$ cat src/rtl/agu_pkg.sv
// Shared types and default sizing for the N-D address generation unit.
// Contents: FSM state encoding, default port widths, done-delay counter width helper.
package agu_pkg;

  typedef enum logic [1:0] {
    ST_IDLE  = 2'd0,
    ST_RUN   = 2'd1,
    ST_DRAIN = 2'd2,
    ST_DONE  = 2'd3
  } state_t;

  localparam int unsigned KERN_DIM_WIDTH_DEF  = 3;
  localparam int unsigned COL_WIDTH_DEF       = 8;
  localparam int unsigned ROW_WIDTH_DEF       = 8;
  localparam int unsigned KERN_CNT_WIDTH_DEF  = 3;
  localparam int unsigned IMG_ADDR_WIDTH_DEF  = 16;
  localparam int unsigned KERN_ADDR_WIDTH_DEF = 12;
  localparam int unsigned RSLT_ADDR_WIDTH_DEF = 16;
  localparam int unsigned DONE_DLY_DEF        = 4;

  // Drain counter runs 0..dly-1, so it needs clog2(dly) bits (at least one).
  function automatic int unsigned dly_cnt_w(input int unsigned dly);
    return (dly < 2) ? 1 : $clog2(dly);
  endfunction

endpackage

$ cat src/rtl/agu_wrap_cnt.sv
// Wrapping up-counter used for every loop index and the result address.
// Ports: clk, rst_n (async active-low), i_clr (sync clear, priority),
//        i_en (count), i_last (wrap value), o_cnt (count), o_wrap_c (cnt==last & en).
module agu_wrap_cnt #(
  parameter int unsigned W = 8
) (
  input  logic         clk,
  input  logic         rst_n,
  input  logic         i_clr,
  input  logic         i_en,
  input  logic [W-1:0] i_last,
  output logic [W-1:0] o_cnt,
  output logic         o_wrap_c
);

  logic [W-1:0] r_cnt;

  assign o_wrap_c = i_en && (r_cnt == i_last);
  assign o_cnt    = r_cnt;

  always_ff @(posedge clk or negedge rst_n) begin
    if (!rst_n)        r_cnt <= '0;
    else if (i_clr)    r_cnt <= '0;
    else if (i_en)     r_cnt <= o_wrap_c ? '0 : r_cnt + W'(1);
  end

endmodule

$ cat src/rtl/agu_nd.sv
// Multi-dimensional AGU: walks kernel k / out row r / out col c / kernel row i /
// kernel col j and emits one image and one kernel address per beat, plus a
// result address counter and window-boundary flags.
// Ports: clk, reset (async active-low), start (edge launches a run), stall,
//        en_result_addr, config inputs (shadowed on start), img_addr, kern_addr,
//        result_addr, addr_valid, win_first, win_last, busy, done.
// Optional: AGU_ND_POOL2_EN adds pool_en (result_addr advances every 2nd pulse).
module agu_nd
  import agu_pkg::*;
#(
  parameter int unsigned KERN_DIM_WIDTH  = KERN_DIM_WIDTH_DEF,
  parameter int unsigned COL_WIDTH       = COL_WIDTH_DEF,
  parameter int unsigned ROW_WIDTH       = ROW_WIDTH_DEF,
  parameter int unsigned KERN_CNT_WIDTH  = KERN_CNT_WIDTH_DEF,
  parameter int unsigned IMG_ADDR_WIDTH  = IMG_ADDR_WIDTH_DEF,
  parameter int unsigned KERN_ADDR_WIDTH = KERN_ADDR_WIDTH_DEF,
  parameter int unsigned RSLT_ADDR_WIDTH = RSLT_ADDR_WIDTH_DEF,
  parameter int unsigned DONE_DLY        = DONE_DLY_DEF
) (
  input  logic                       clk,
  input  logic                       reset,
  input  logic                       start,
  input  logic                       stall,
  input  logic                       en_result_addr,
`ifdef AGU_ND_POOL2_EN
  input  logic                       pool_en,
`endif
  input  logic [KERN_DIM_WIDTH-1:0]  kern_rows,
  input  logic [KERN_DIM_WIDTH-1:0]  kern_cols,
  input  logic [COL_WIDTH-1:0]       cols,
  input  logic [ROW_WIDTH-1:0]       out_rows,
  input  logic [COL_WIDTH-1:0]       out_cols,
  input  logic [KERN_CNT_WIDTH-1:0]  kerns,
  input  logic [KERN_DIM_WIDTH-1:0]  stride,
  input  logic [RSLT_ADDR_WIDTH-1:0] result_last,
  output logic [IMG_ADDR_WIDTH-1:0]  img_addr,
  output logic [KERN_ADDR_WIDTH-1:0] kern_addr,
  output logic [RSLT_ADDR_WIDTH-1:0] result_addr,
  output logic                       addr_valid,
  output logic                       win_first,
  output logic                       win_last,
  output logic                       busy,
  output logic                       done
);

  localparam int unsigned DLY_W = dly_cnt_w(DONE_DLY);

  state_t                     r_state, w_state_nx;
  logic                       r_start_d, r_busy, r_done;
  logic [DLY_W-1:0]           r_dly_cnt;
  logic                       w_accept, w_step;

  logic [KERN_DIM_WIDTH-1:0]  r_sh_kern_rows, r_sh_kern_cols, r_sh_stride;
  logic [COL_WIDTH-1:0]       r_sh_cols, r_sh_out_cols;
  logic [ROW_WIDTH-1:0]       r_sh_out_rows;
  logic [KERN_CNT_WIDTH-1:0]  r_sh_kerns;
  logic [RSLT_ADDR_WIDTH-1:0] r_sh_result_last;

  logic [IMG_ADDR_WIDTH-1:0]  r_row_base, r_win_base, r_line_base, r_img_addr;
  logic [KERN_ADDR_WIDTH-1:0] r_kern_base, r_kern_addr;
  logic                       r_addr_valid, r_win_first, r_win_last;

  logic [KERN_DIM_WIDTH-1:0]  w_j_cnt, w_i_cnt, w_j_nx, w_i_nx;
  logic [COL_WIDTH-1:0]       w_c_cnt;
  logic [ROW_WIDTH-1:0]       w_r_cnt;
  logic [KERN_CNT_WIDTH-1:0]  w_k_cnt;
  logic                       w_j_wrap, w_i_wrap, w_c_wrap, w_r_wrap, w_k_wrap;
  logic [IMG_ADDR_WIDTH-1:0]  w_img_w, w_row_step, w_row_nx, w_win_nx, w_line_nx;
  logic                       w_res_en, w_res_wrap;
  logic                       w_unused;

  // Start is a level; only a rising edge seen in IDLE or DONE launches a run.
  assign w_accept = start && !r_start_d && (r_state == ST_IDLE || r_state == ST_DONE);
  assign w_step   = (r_state == ST_RUN) && !stall;

  // Loop nest, inner to outer; each level steps when the one below wraps.
  agu_wrap_cnt #(.W(KERN_DIM_WIDTH)) u_cnt_j (.clk(clk), .rst_n(reset), .i_clr(w_accept),
    .i_en(w_step),   .i_last(r_sh_kern_cols), .o_cnt(w_j_cnt), .o_wrap_c(w_j_wrap));
  agu_wrap_cnt #(.W(KERN_DIM_WIDTH)) u_cnt_i (.clk(clk), .rst_n(reset), .i_clr(w_accept),
    .i_en(w_j_wrap), .i_last(r_sh_kern_rows), .o_cnt(w_i_cnt), .o_wrap_c(w_i_wrap));
  agu_wrap_cnt #(.W(COL_WIDTH))      u_cnt_c (.clk(clk), .rst_n(reset), .i_clr(w_accept),
    .i_en(w_i_wrap), .i_last(r_sh_out_cols),  .o_cnt(w_c_cnt), .o_wrap_c(w_c_wrap));
  agu_wrap_cnt #(.W(ROW_WIDTH))      u_cnt_r (.clk(clk), .rst_n(reset), .i_clr(w_accept),
    .i_en(w_c_wrap), .i_last(r_sh_out_rows),  .o_cnt(w_r_cnt), .o_wrap_c(w_r_wrap));
  agu_wrap_cnt #(.W(KERN_CNT_WIDTH)) u_cnt_k (.clk(clk), .rst_n(reset), .i_clr(w_accept),
    .i_en(w_r_wrap), .i_last(r_sh_kerns),     .o_cnt(w_k_cnt), .o_wrap_c(w_k_wrap));

  // Next-state decode.
  always_comb begin
    w_state_nx = r_state;
    case (r_state)
      ST_IDLE, ST_DONE: if (w_accept) w_state_nx = ST_RUN;
      ST_RUN:           if (w_k_wrap) w_state_nx = ST_DRAIN;
      ST_DRAIN:         if (r_dly_cnt == DLY_W'(DONE_DLY - 1)) w_state_nx = ST_DONE;
      default:          w_state_nx = ST_IDLE;
    endcase
  end

  // State register plus registered busy/done that track it.
  always_ff @(posedge clk or negedge reset) begin
    if (!reset) begin
      r_state   <= ST_IDLE;
      r_start_d <= 1'b0;
      r_dly_cnt <= '0;
      r_busy    <= 1'b0;
      r_done    <= 1'b0;
    end else begin
      r_state   <= w_state_nx;
      r_start_d <= start;
      r_dly_cnt <= (r_state == ST_DRAIN) ? r_dly_cnt + DLY_W'(1) : '0;
      r_busy    <= (w_state_nx == ST_RUN) || (w_state_nx == ST_DRAIN);
      r_done    <= (w_state_nx == ST_DONE);
    end
  end

  // Row step = stride*(cols+1) by shift-add; stride is only KERN_DIM_WIDTH bits.
  assign w_img_w = IMG_ADDR_WIDTH'(r_sh_cols) + IMG_ADDR_WIDTH'(1);
  always_comb begin
    w_row_step = '0;
    for (int b = 0; b < int'(KERN_DIM_WIDTH); b++) begin
      if (r_sh_stride[b]) w_row_step = w_row_step + (w_img_w << b);
    end
  end

  assign w_row_nx  = r_row_base + w_row_step;
  assign w_win_nx  = r_win_base + IMG_ADDR_WIDTH'(r_sh_stride);
  assign w_line_nx = r_line_base + w_img_w;

  // Kernel indices of the beat that follows the current one, for window flags.
  assign w_j_nx = w_j_wrap ? '0 : w_j_cnt + KERN_DIM_WIDTH'(1);
  assign w_i_nx = w_i_wrap ? '0 : (w_j_wrap ? w_i_cnt + KERN_DIM_WIDTH'(1) : w_i_cnt);

  // Config shadow and incremental address registers; the highest wrapping
  // level decides which base is reloaded. Kernel data is contiguous, so the
  // next kernel (and next kernel row) always starts one past the current address.
  always_ff @(posedge clk or negedge reset) begin
    if (!reset) begin
      r_sh_kern_rows   <= '0;
      r_sh_kern_cols   <= '0;
      r_sh_stride      <= '0;
      r_sh_cols        <= '0;
      r_sh_out_cols    <= '0;
      r_sh_out_rows    <= '0;
      r_sh_kerns       <= '0;
      r_sh_result_last <= '0;
      r_row_base       <= '0;
      r_win_base       <= '0;
      r_line_base      <= '0;
      r_img_addr       <= '0;
      r_kern_base      <= '0;
      r_kern_addr      <= '0;
      r_addr_valid     <= 1'b0;
      r_win_first      <= 1'b0;
      r_win_last       <= 1'b0;
    end else if (w_accept) begin
      r_sh_kern_rows   <= kern_rows;
      r_sh_kern_cols   <= kern_cols;
      r_sh_stride      <= stride;
      r_sh_cols        <= cols;
      r_sh_out_cols    <= out_cols;
      r_sh_out_rows    <= out_rows;
      r_sh_kerns       <= kerns;
      r_sh_result_last <= result_last;
      r_row_base       <= '0;
      r_win_base       <= '0;
      r_line_base      <= '0;
      r_img_addr       <= '0;
      r_kern_base      <= '0;
      r_kern_addr      <= '0;
      r_addr_valid     <= 1'b1;
      r_win_first      <= 1'b1;
      r_win_last       <= (kern_rows == '0) && (kern_cols == '0);
    end else if (w_step) begin
      if (w_k_wrap) begin
        r_addr_valid <= 1'b0;
        r_win_first  <= 1'b0;
        r_win_last   <= 1'b0;
      end else begin
        r_win_first <= (w_j_nx == '0) && (w_i_nx == '0);
        r_win_last  <= (w_j_nx == r_sh_kern_cols) && (w_i_nx == r_sh_kern_rows);
        if (w_r_wrap) begin
          r_row_base  <= '0;
          r_win_base  <= '0;
          r_line_base <= '0;
          r_img_addr  <= '0;
          r_kern_base <= r_kern_addr + KERN_ADDR_WIDTH'(1);
          r_kern_addr <= r_kern_addr + KERN_ADDR_WIDTH'(1);
        end else if (w_c_wrap) begin
          r_row_base  <= w_row_nx;
          r_win_base  <= w_row_nx;
          r_line_base <= w_row_nx;
          r_img_addr  <= w_row_nx;
          r_kern_addr <= r_kern_base;
        end else if (w_i_wrap) begin
          r_win_base  <= w_win_nx;
          r_line_base <= w_win_nx;
          r_img_addr  <= w_win_nx;
          r_kern_addr <= r_kern_base;
        end else if (w_j_wrap) begin
          r_line_base <= w_line_nx;
          r_img_addr  <= w_line_nx;
          r_kern_addr <= r_kern_addr + KERN_ADDR_WIDTH'(1);
        end else begin
          r_img_addr  <= r_img_addr + IMG_ADDR_WIDTH'(1);
          r_kern_addr <= r_kern_addr + KERN_ADDR_WIDTH'(1);
        end
      end
    end
  end

  // Result counter enable; a pulse coinciding with start acceptance is dropped.
`ifdef AGU_ND_POOL2_EN
  logic r_sh_pool_en, r_pool_ph;

  // Phase toggles per pulse; the advancing pulse (and thus any wrap) returns it to 0.
  always_ff @(posedge clk or negedge reset) begin
    if (!reset) begin
      r_sh_pool_en <= 1'b0;
      r_pool_ph    <= 1'b0;
    end else if (w_accept) begin
      r_sh_pool_en <= pool_en;
      r_pool_ph    <= 1'b0;
    end else if (en_result_addr && r_sh_pool_en) begin
      r_pool_ph    <= !r_pool_ph;
    end
  end

  assign w_res_en = en_result_addr && !w_accept && (!r_sh_pool_en || r_pool_ph);
`else
  assign w_res_en = en_result_addr && !w_accept;
`endif

  agu_wrap_cnt #(.W(RSLT_ADDR_WIDTH)) u_cnt_res (.clk(clk), .rst_n(reset), .i_clr(w_accept),
    .i_en(w_res_en), .i_last(r_sh_result_last), .o_cnt(result_addr), .o_wrap_c(w_res_wrap));

  assign w_unused = ^{w_c_cnt, w_r_cnt, w_k_cnt, w_res_wrap};

  assign img_addr   = r_img_addr;
  assign kern_addr  = r_kern_addr;
  assign addr_valid = r_addr_valid;
  assign win_first  = r_win_first;
  assign win_last   = r_win_last;
  assign busy       = r_busy;
  assign done       = r_done;

endmodule

$ cat config.mk
export PLATFORM = sky130hd
export DESIGN_NAME = agu_nd
export DESIGN_NICKNAME = d
export VERILOG_FILES = /design/src/rtl/agu_pkg.sv /design/src/rtl/agu_wrap_cnt.sv /design/src/rtl/agu_nd.sv
export SDC_FILE = /design/constraint.sdc
export NUM_CORES = 1
export LEC_CHECK = 0
export CORE_AREA = 2 2 177 179
export CTS_CLUSTER_SIZE = 8
export DETAILED_ROUTE_END_ITERATION = 8
export DIE_AREA = 0 0 179 181
export GPL_TIMING_DRIVEN = 0
export PLACE_DENSITY = 0.58
export SYNTH_ARGS = -nofsm -noshare
export SYNTH_HDL_FRONTEND = slang
export SYNTH_SLANG_ARGS = --single-unit
$ cat constraint.sdc
create_clock -name clk -period 13 [get_ports clk]
set_input_delay 1.3 -clock clk [delete_from_list [all_inputs] [get_ports clk]]
set_output_delay 1.3 -clock clk [all_outputs]
set_load 0.01 [all_outputs]
* Word level (Yosys, flattened, before mapping)
Index checks and enable logic that the tools add are counted.
Widths: inputs -> output; s select.
** Cells by class
- Add/subtract/negate cells :: 15
- Equality and inequality tests :: 16
- Mux-type cells :: 72
- Reductions and logical operators :: 40
** Operators with widths (count)
- $mux 16 :: 30
- $mux 12 :: 10
- $mux 8 :: 6
- $mux 3 :: 11
- $add 16x1->16 const B :: 2
- $add 16x10->16 :: 1
- $add 16x11->16 :: 1
- $add 16x16->16 :: 1
- $add 16x3->16 :: 1
- $add 16x9->16 :: 1
- $add 8x1->8 const B :: 2
- $eq 16x16->1 :: 1
- $eq 8x8->1 :: 2
- $eq 3x3->1 :: 5
- $reduce_bool 2->1 :: 7
- $logic_and 1x1->1 :: 13
- $add 12x1->12 const B :: 1
- $logic_not 3->1 :: 4
- $reduce_and 3->1 :: 4
- $eq 2x2->1 const B :: 5
- $add 3x1->3 const B :: 3
- $add 8x1->9 const B :: 1
- $mux 1 :: 9
- $mux 9 :: 1
- other kinds (13) :: 21
** Storage, ports and cells
- Flip-flop bits (word level) :: 191
- Output and inout port bits :: 49

* Logic depth before layout (Yosys ltp)
- Word-level depth :: 12
- Depth in mapped cells :: 32
- Depth with buffers taken out :: 30

* Hierarchy
From an unflattened synthesis, not the netlist that was laid out.
** Second synthesis, totals
- Cell total of the unflattened synthesis :: 1518
- Area total of the unflattened synthesis :: 12923.6 µm²
** Modules (own cells, without submodules)
- agu_nd :: times used 1, cells an instance 1235, area each 10151.0 µm²
- agu_wrap_cnt at u_cnt_res :: times used 1, cells an instance 124, area each 1132.3 µm²
- agu_wrap_cnt at u_cnt_i ... :: times used 3, cells an instance 19, area each 198.9 µm²
- agu_wrap_cnt at u_cnt_c :: times used 1, cells an instance 51, area each 523.0 µm²
- agu_wrap_cnt at u_cnt_r :: times used 1, cells an instance 51, area each 520.5 µm²

* Least setup slack after synthesis
OpenSTA, ideal clock, no wires.
- Path kind :: reg-to-reg
- Start :: reg r_sh_cols[1]
- End :: reg r_line_base[15]
- Library setup time :: 0.122 ns
- Arrival :: 6.739 ns
- Data required time :: 12.878 ns
- Path slack :: 6.139 ns
- Cell stages (with the launch flop) :: 32
- Path buffers :: 2
- Clock period less this slack :: 6.861 ns
- Cell sequence :: dfrtp_1 -> ha_1 -> clkbuf_1 -> xnor2_1 -> nor2_1 -> fa_1 -> clkbuf_1 -> o21ai_0 -> o21ai_0 -> a21oi_1 -> a21oi_1 -> or3_1 -> a32o_1 -> ha_1 -> inv_1 -> o21ai_0 -> a21oi_1 -> or4b_2 -> o311a_1 -> a31oi_1 -> nor3_1 -> o31ai_1 -> ha_1 -> nand3_1 -> o221ai_1 -> nor3_1 -> o21ai_0 -> nand2_1 -> xor2_1 -> a221oi_1 -> a31o_2 -> a32o_1
** On the way
- Longest elaborated chain between the ends :: 12
- Elaborated cells between the ends (all ways) :: 15
- Those cells by class :: 5 x add/sub; 10 x mux
** Ends and longest elaborated chain
- start: declaration :: RTL line agu_nd.sv:54 : logic [COL_WIDTH-1:0] r_sh_cols, r_sh_out_cols;
- start signal: assignment :: RTL line agu_nd.sv:159 : r_sh_cols <= cols;
- $add 8x1->9 (*) :: RTL line agu_nd.sv:117 : assign w_img_w = IMG_ADDR_WIDTH'(r_sh_cols) + IMG_ADDR_WIDTH'(1);
- $mux 9 :: RTL line agu_nd.sv:121 : if (r_sh_stride[b]) w_row_step = w_row_step + (w_img_w << b);
- $add 16x10->16 :: RTL line agu_nd.sv:121
- $mux 16 :: RTL line agu_nd.sv:121
- $add 16x11->16 :: RTL line agu_nd.sv:121
- $mux 16 :: RTL line agu_nd.sv:121
- $add 16x16->16 :: RTL line agu_nd.sv:125 : assign w_row_nx = r_row_base + w_row_step;
- $mux 16 (*) :: RTL line agu_nd.sv:188 : end else if (w_c_wrap) begin
- $mux 16 (*) :: RTL line agu_nd.sv:181 : if (w_r_wrap) begin
- $mux 16 (*) :: RTL line agu_nd.sv:174 : if (w_k_wrap) begin
- $mux 16 (*) :: RTL line agu_nd.sv:173 : end else if (w_step) begin
- $mux 16 (*) :: RTL line agu_nd.sv:155 : end else if (w_accept) begin
- end signal: assignment :: RTL line agu_nd.sv:191 : r_line_base <= w_row_nx;
- end signal: assignment :: RTL line agu_nd.sv:196 : r_line_base <= w_win_nx;
- end signal: assignment :: RTL line agu_nd.sv:200 : r_line_base <= w_line_nx;
- end: declaration :: RTL line agu_nd.sv:59 : logic [IMG_ADDR_WIDTH-1:0] r_row_base, r_win_base, r_line_base, r_img_addr;
Every way passes the cells marked *; elsewhere a longest branch is shown, timed or not. The select of a mux whose other input is x is not followed.
A chain may end at the register's enable or synchronous reset.

* Worst setup path in the final report
- Start :: reg r_sh_cols[1]
- End :: reg r_img_addr[12], in the netlist img_addr[12]
** On the way
- Longest elaborated chain between the ends :: 12
- Elaborated cells between the ends (all ways) :: 15
- Those cells by class :: 5 x add/sub; 10 x mux
** Ends and longest elaborated chain
- $add 8x1->9 (*) :: RTL line agu_nd.sv:117
- $mux 9 :: RTL line agu_nd.sv:121
- $add 16x10->16 :: RTL line agu_nd.sv:121
- $mux 16 :: RTL line agu_nd.sv:121
- $add 16x11->16 :: RTL line agu_nd.sv:121
- $mux 16 :: RTL line agu_nd.sv:121
- $add 16x16->16 :: RTL line agu_nd.sv:125
- $mux 16 (*) :: RTL line agu_nd.sv:188
- $mux 16 (*) :: RTL line agu_nd.sv:181
- $mux 16 (*) :: RTL line agu_nd.sv:174
- $mux 16 (*) :: RTL line agu_nd.sv:173
- $mux 16 (*) :: RTL line agu_nd.sv:155
- end signal: assignment :: RTL line agu_nd.sv:192 : r_img_addr <= w_row_nx;
- end signal: assignment :: RTL line agu_nd.sv:197 : r_img_addr <= w_win_nx;
- end signal: assignment :: RTL line agu_nd.sv:201 : r_img_addr <= w_line_nx;
- end: declaration :: RTL line agu_nd.sv:59
Marks and branches as above.

==> impl_metrics.csv <==
group,metric,value,unit
logic_synthesis,ys_ff_latch,191,
timing,max_clock_freq,116.9,MHz
logic_synthesis,synth_cell_types,77,
routing,drt_wl_total,38500,um
timing,period_share,65.80,%
critical_path,cp-end-kind,"flop",
critical_path,max_stage_delay,0.87,ns
floorplan,placeableCoreArea,30350,um^2
clock_tree,clock_tree.htree_level_count,4,
floorplan,num_io_pins,106,
critical_path,cp_slowest_cell,"a221oi_1",
critical_path,cp_max_fo,10,
grt,grt_pass1_wl,61580,um
routing,vias_per_cell,5.680,
critical_path,worstReg2RegEnd,"img_addr[12]$_DFFE_PN0P_",
layout,antenna-diode-count,0,
floorplan,design.die.area,32400,um^2
logic_synthesis,synthesis.nets,1633,
critical_path,worst-r2r-cell-count,30,
logic_synthesis,synth_area,12620,um^2
placed_design,dpl_cell_area,14200,um^2
clock_tree,post_cts_resized,0,
timing,final_period_minus_worst_setup_slack,8.554,ns
floorplan,initial_utilization,41.59,%
timing,finalSetupViolations,0,
logic_synthesis,yosysSeqAreaShare,37.87,%
timing,slew-limit-headroom,24.14,%
grt,global_routing_usage_summed_across_all_routing_layers,24.34,%
critical_path,critical_path_class,"reg -> reg",
critical_path,r2r_setup_slack,4.45,ns
timing,final-hold-violation-count,0,
clock_tree,clock_insertion_delay_worst_skew,0.46,ns
logic_synthesis,share_of_synthesized_registers_carrying_an_async_set_or_reset,100.0,%
timing,final.setup_skew,0.02004,ns
placed_design,hpwlAfterDp,28530,um
clock_tree,clk_transition_reported_paths,0.07,ns
clock_tree,cts_post_setup_buffers_inserted,0,
logic_synthesis,synthesis.instances,1521,
critical_path,cp-endpoint,"img_addr[12]$_DFFE_PN0P_",
floorplan,die_w,179,um
routing,detailedRoute.firstIterationViolations,944,
layout,layout-area-overhead-vs-synth,16.98,%
critical_path,cp-start-kind,"flop",
layout,layout_utilization,48.65,%
clock_tree,number_of_sinks_on_the_clock_net,191,
logic_synthesis,dominantRegCellSynth,"dfrtp_1",
layout,fill_cells,2959,
clock_tree,master_cell_of_the_clock_root_buffer,"clkbuf_16",
timing,grt_setup_unrepaired,"false",
hold_path,hold_class,"reg -> reg",
power_and_ir_drop,power_density,207.1,nW/um^2
critical_path,source_of_the_worst_register_to_register_timing_path,"r_sh_cols[1]$_DFFE_PN0P_",
critical_path,crit_path_frequent_cell,"a21oi_1",
timing,timing_worst_slew_pin_value,1.128,ns
placed_design,port_buffers,105,
critical_path,worstSetupStartpoint,"r_sh_cols[1]$_DFFE_PN0P_",
timing,setup_total_negative_slack,0,ns
grt,pin_count_of_the_biggest_net_entering_global_routing,111,
critical_path,cp.required,13.39,ns
outcome,run_status,"complete, no violations",
clock_tree,cts_inserted_buffers,17,
layout,finalNetCount,1758,
grt,grt_antenna_before_repair,0,
logic_synthesis,postSynthAreaPerCell,8.299,um^2
logic_synthesis,synth-edff-count,0,
grt,overflow,0,
placed_design,replace_congestion,0.9080,
routing,antenna_left,0,
routing,firstDrtPassIters,5,
clock_tree,cts_hold_fix_bufs,0,
routing,routed_wire_length_per_instance,18.74,um
layout,design_area,14770,um^2
clock_tree,cts_tree,"done",
power_and_ir_drop,power.ir.vdd_worst,0.1005,mV
grt,vias_in_the_first_global_route,11190,
floorplan,floorplan.die.height,181,um
layout,ratio_of_cells_with_drive_above_1_in_the_final_layout,4.099,%
critical_path,cp.arrival,8.94,ns
clock_tree,clock_path_buffers,2,
floorplan,placementRows,64,
routing,vias,11670,
timing,report.final.slew_viol_count,0,
routing,drc_errors,0,
logic_synthesis,yosysWarnings,0,
flow_run,drv.max_cap_violation_count,0,
power_and_ir_drop,p_leak,6.519,nW
[critical path: cells and delay by family, from the launching register on]
kind            cells  cell delay, ns
compound gates     14            3.78
fa+ha+maj           4            1.27
xor+xnor            2            0.64
buf+inv             3            0.51
simple gates        7            1.81
flops               1            0.49
[final cells by class]
| class | count | area, um^2 | share of cell area, % |
|---|---|---|---|
| plain buffers | 73 | 307.8 | 2.085 |
| clock inverters | 13 | 121.4 | 0.8220 |
| flip-flops and latches | 191 | 4780 | 32.37 |
| well taps | 396 | 495.5 | 3.356 |
| repair buffers | 106 | 1084 | 7.338 |
| multi-input cells | 1214 | 7373 | 49.94 |
| inverters | 43 | 161.4 | 1.093 |
| clock buffers | 19 | 442.9 | 3.000 |
[sequential cells by signal (all words and copies together), names as in the netlist, 2 cells and up]
register / cells
img_addr: 16
kern_addr: 12
r_dly_cnt: 2
r_kern_base: 12
r_line_base: 16
r_row_base: 16
r_sh_cols: 8
r_sh_kern_cols: 3
r_sh_kern_rows: 3
r_sh_kerns: 3
r_sh_out_cols: 8
r_sh_out_rows: 8
r_sh_result_last: 16
r_sh_stride: 3
r_state: 2
r_win_base: 16
u_cnt_c.o_cnt: 8
u_cnt_i.o_cnt: 3
u_cnt_j.o_cnt: 3
u_cnt_k.o_cnt: 3
u_cnt_r.o_cnt: 8
u_cnt_res.o_cnt: 16
[synthesized netlist by cell type (5+ instances only)]
library cell,number,area [um^2]
nand2b_1,13,81.33
buf_2,12,60.06
dfrtp_1,191,4780
clkbuf_1,53,198.9
or3_1,9,56.30
a32o_1,8,80.08
inv_1,39,146.4
xnor2_1,66,578.1
a22oi_1,10,75.07
nor2_1,110,412.9
o21a_1,13,97.59
a221oi_1,7,61.31
o211ai_1,9,67.56
a21oi_1,79,395.4
mux2i_1,10,100.1
a211oi_1,11,82.58
or4_1,5,37.54
nor4_1,12,75.07
xor2_1,55,481.7
and3_1,28,175.2
o31ai_1,20,150.1
a2111oi_0,5,43.79
a31oi_1,12,75.07
a21boi_0,7,52.55
or2_2,5,31.28
nand3_1,35,175.2
nand4_1,17,106.4
and2_1,9,56.30
a21o_1,21,157.7
fa_1,5,100.1
nor3_1,27,135.1
a22o_1,20,175.2
o21ai_0,142,710.7
nor3b_1,11,82.58
ha_1,50,625.6
nor2b_1,8,50.05
nand2_1,312,1171
[report_power, final]
| part | switching (W) | internal (W) | leakage (nW) |
|---|---|---|---|
| Combinational | 0.000979 | 0.000646 | 3.70 |
| Clock | 0.000268 | 0.000258 | 0.272 |
| Sequential | 0.000166 | 0.000739 | 2.55 |
[metal layers]
metal	share of wire [%]	track usage [%]
met1	46	34.01
met2	46	38.02
met3	5.2	3.641
met4	3.0	8.976
met5	0	0
[worst min path at each step]
stage,from,end,cells past startpoint
after floorplan,r_dly_cnt[0]$_DFF_PN0_,r_dly_cnt[0]$_DFF_PN0_,1
after global placement,r_dly_cnt[0]$_DFF_PN0_,r_dly_cnt[0]$_DFF_PN0_,1
after detailed placement,r_dly_cnt[0]$_DFF_PN0_,r_dly_cnt[0]$_DFF_PN0_,1
after CTS,r_dly_cnt[0]$_DFF_PN0_,r_dly_cnt[0]$_DFF_PN0_,1
after global routing,r_dly_cnt[0]$_DFF_PN0_,r_dly_cnt[0]$_DFF_PN0_,1
final,r_dly_cnt[0]$_DFF_PN0_,r_dly_cnt[0]$_DFF_PN0_,1
[through the flow]
step	std cells	hold slack [ns]	setup slack, ns	power, W
floorplan	1521	0.4091	6.139	0.002014
global placement	2022	0.4249	2.039	0.002498
detailed placement	2023	0.4320	4.740	0.002517
CTS	2055	0.4431	4.656	0.003058
global route	2055	0.4897	4.000	0.003292
finish	2055	0.4428	4.446	0.003057
[cells by family after synthesis]
family                     Yosys count  synth area share [%]
AOI/OAI and AO/OA                  404                 20.73
and+or+nand+nor                    619                 22.22
buffers and inverters              116                 3.717
muxes                               13                 1.061
adders and majority gates           56                 5.829
xor gates and xnor gates           122                 8.574
DFF                                191                 37.87
[placed cells by master (no fill, tap or decap), types with 27 or more instances in the layout]
cell,Yosys,final
dfrtp_1,191,191
xnor2_1,66,66
nor2_1,110,110
nand2_1,312,312
and3_1,28,28
ha_1,50,50
clkbuf_1,53,54
inv_1,39,39
a21oi_1,79,79
nand3_1,35,35
clkdlybuf4s50_1,0,104
o21ai_0,142,142
nor3_1,27,27
xor2_1,55,55
No activity file was read; power rests on OpenSTA's default activity.
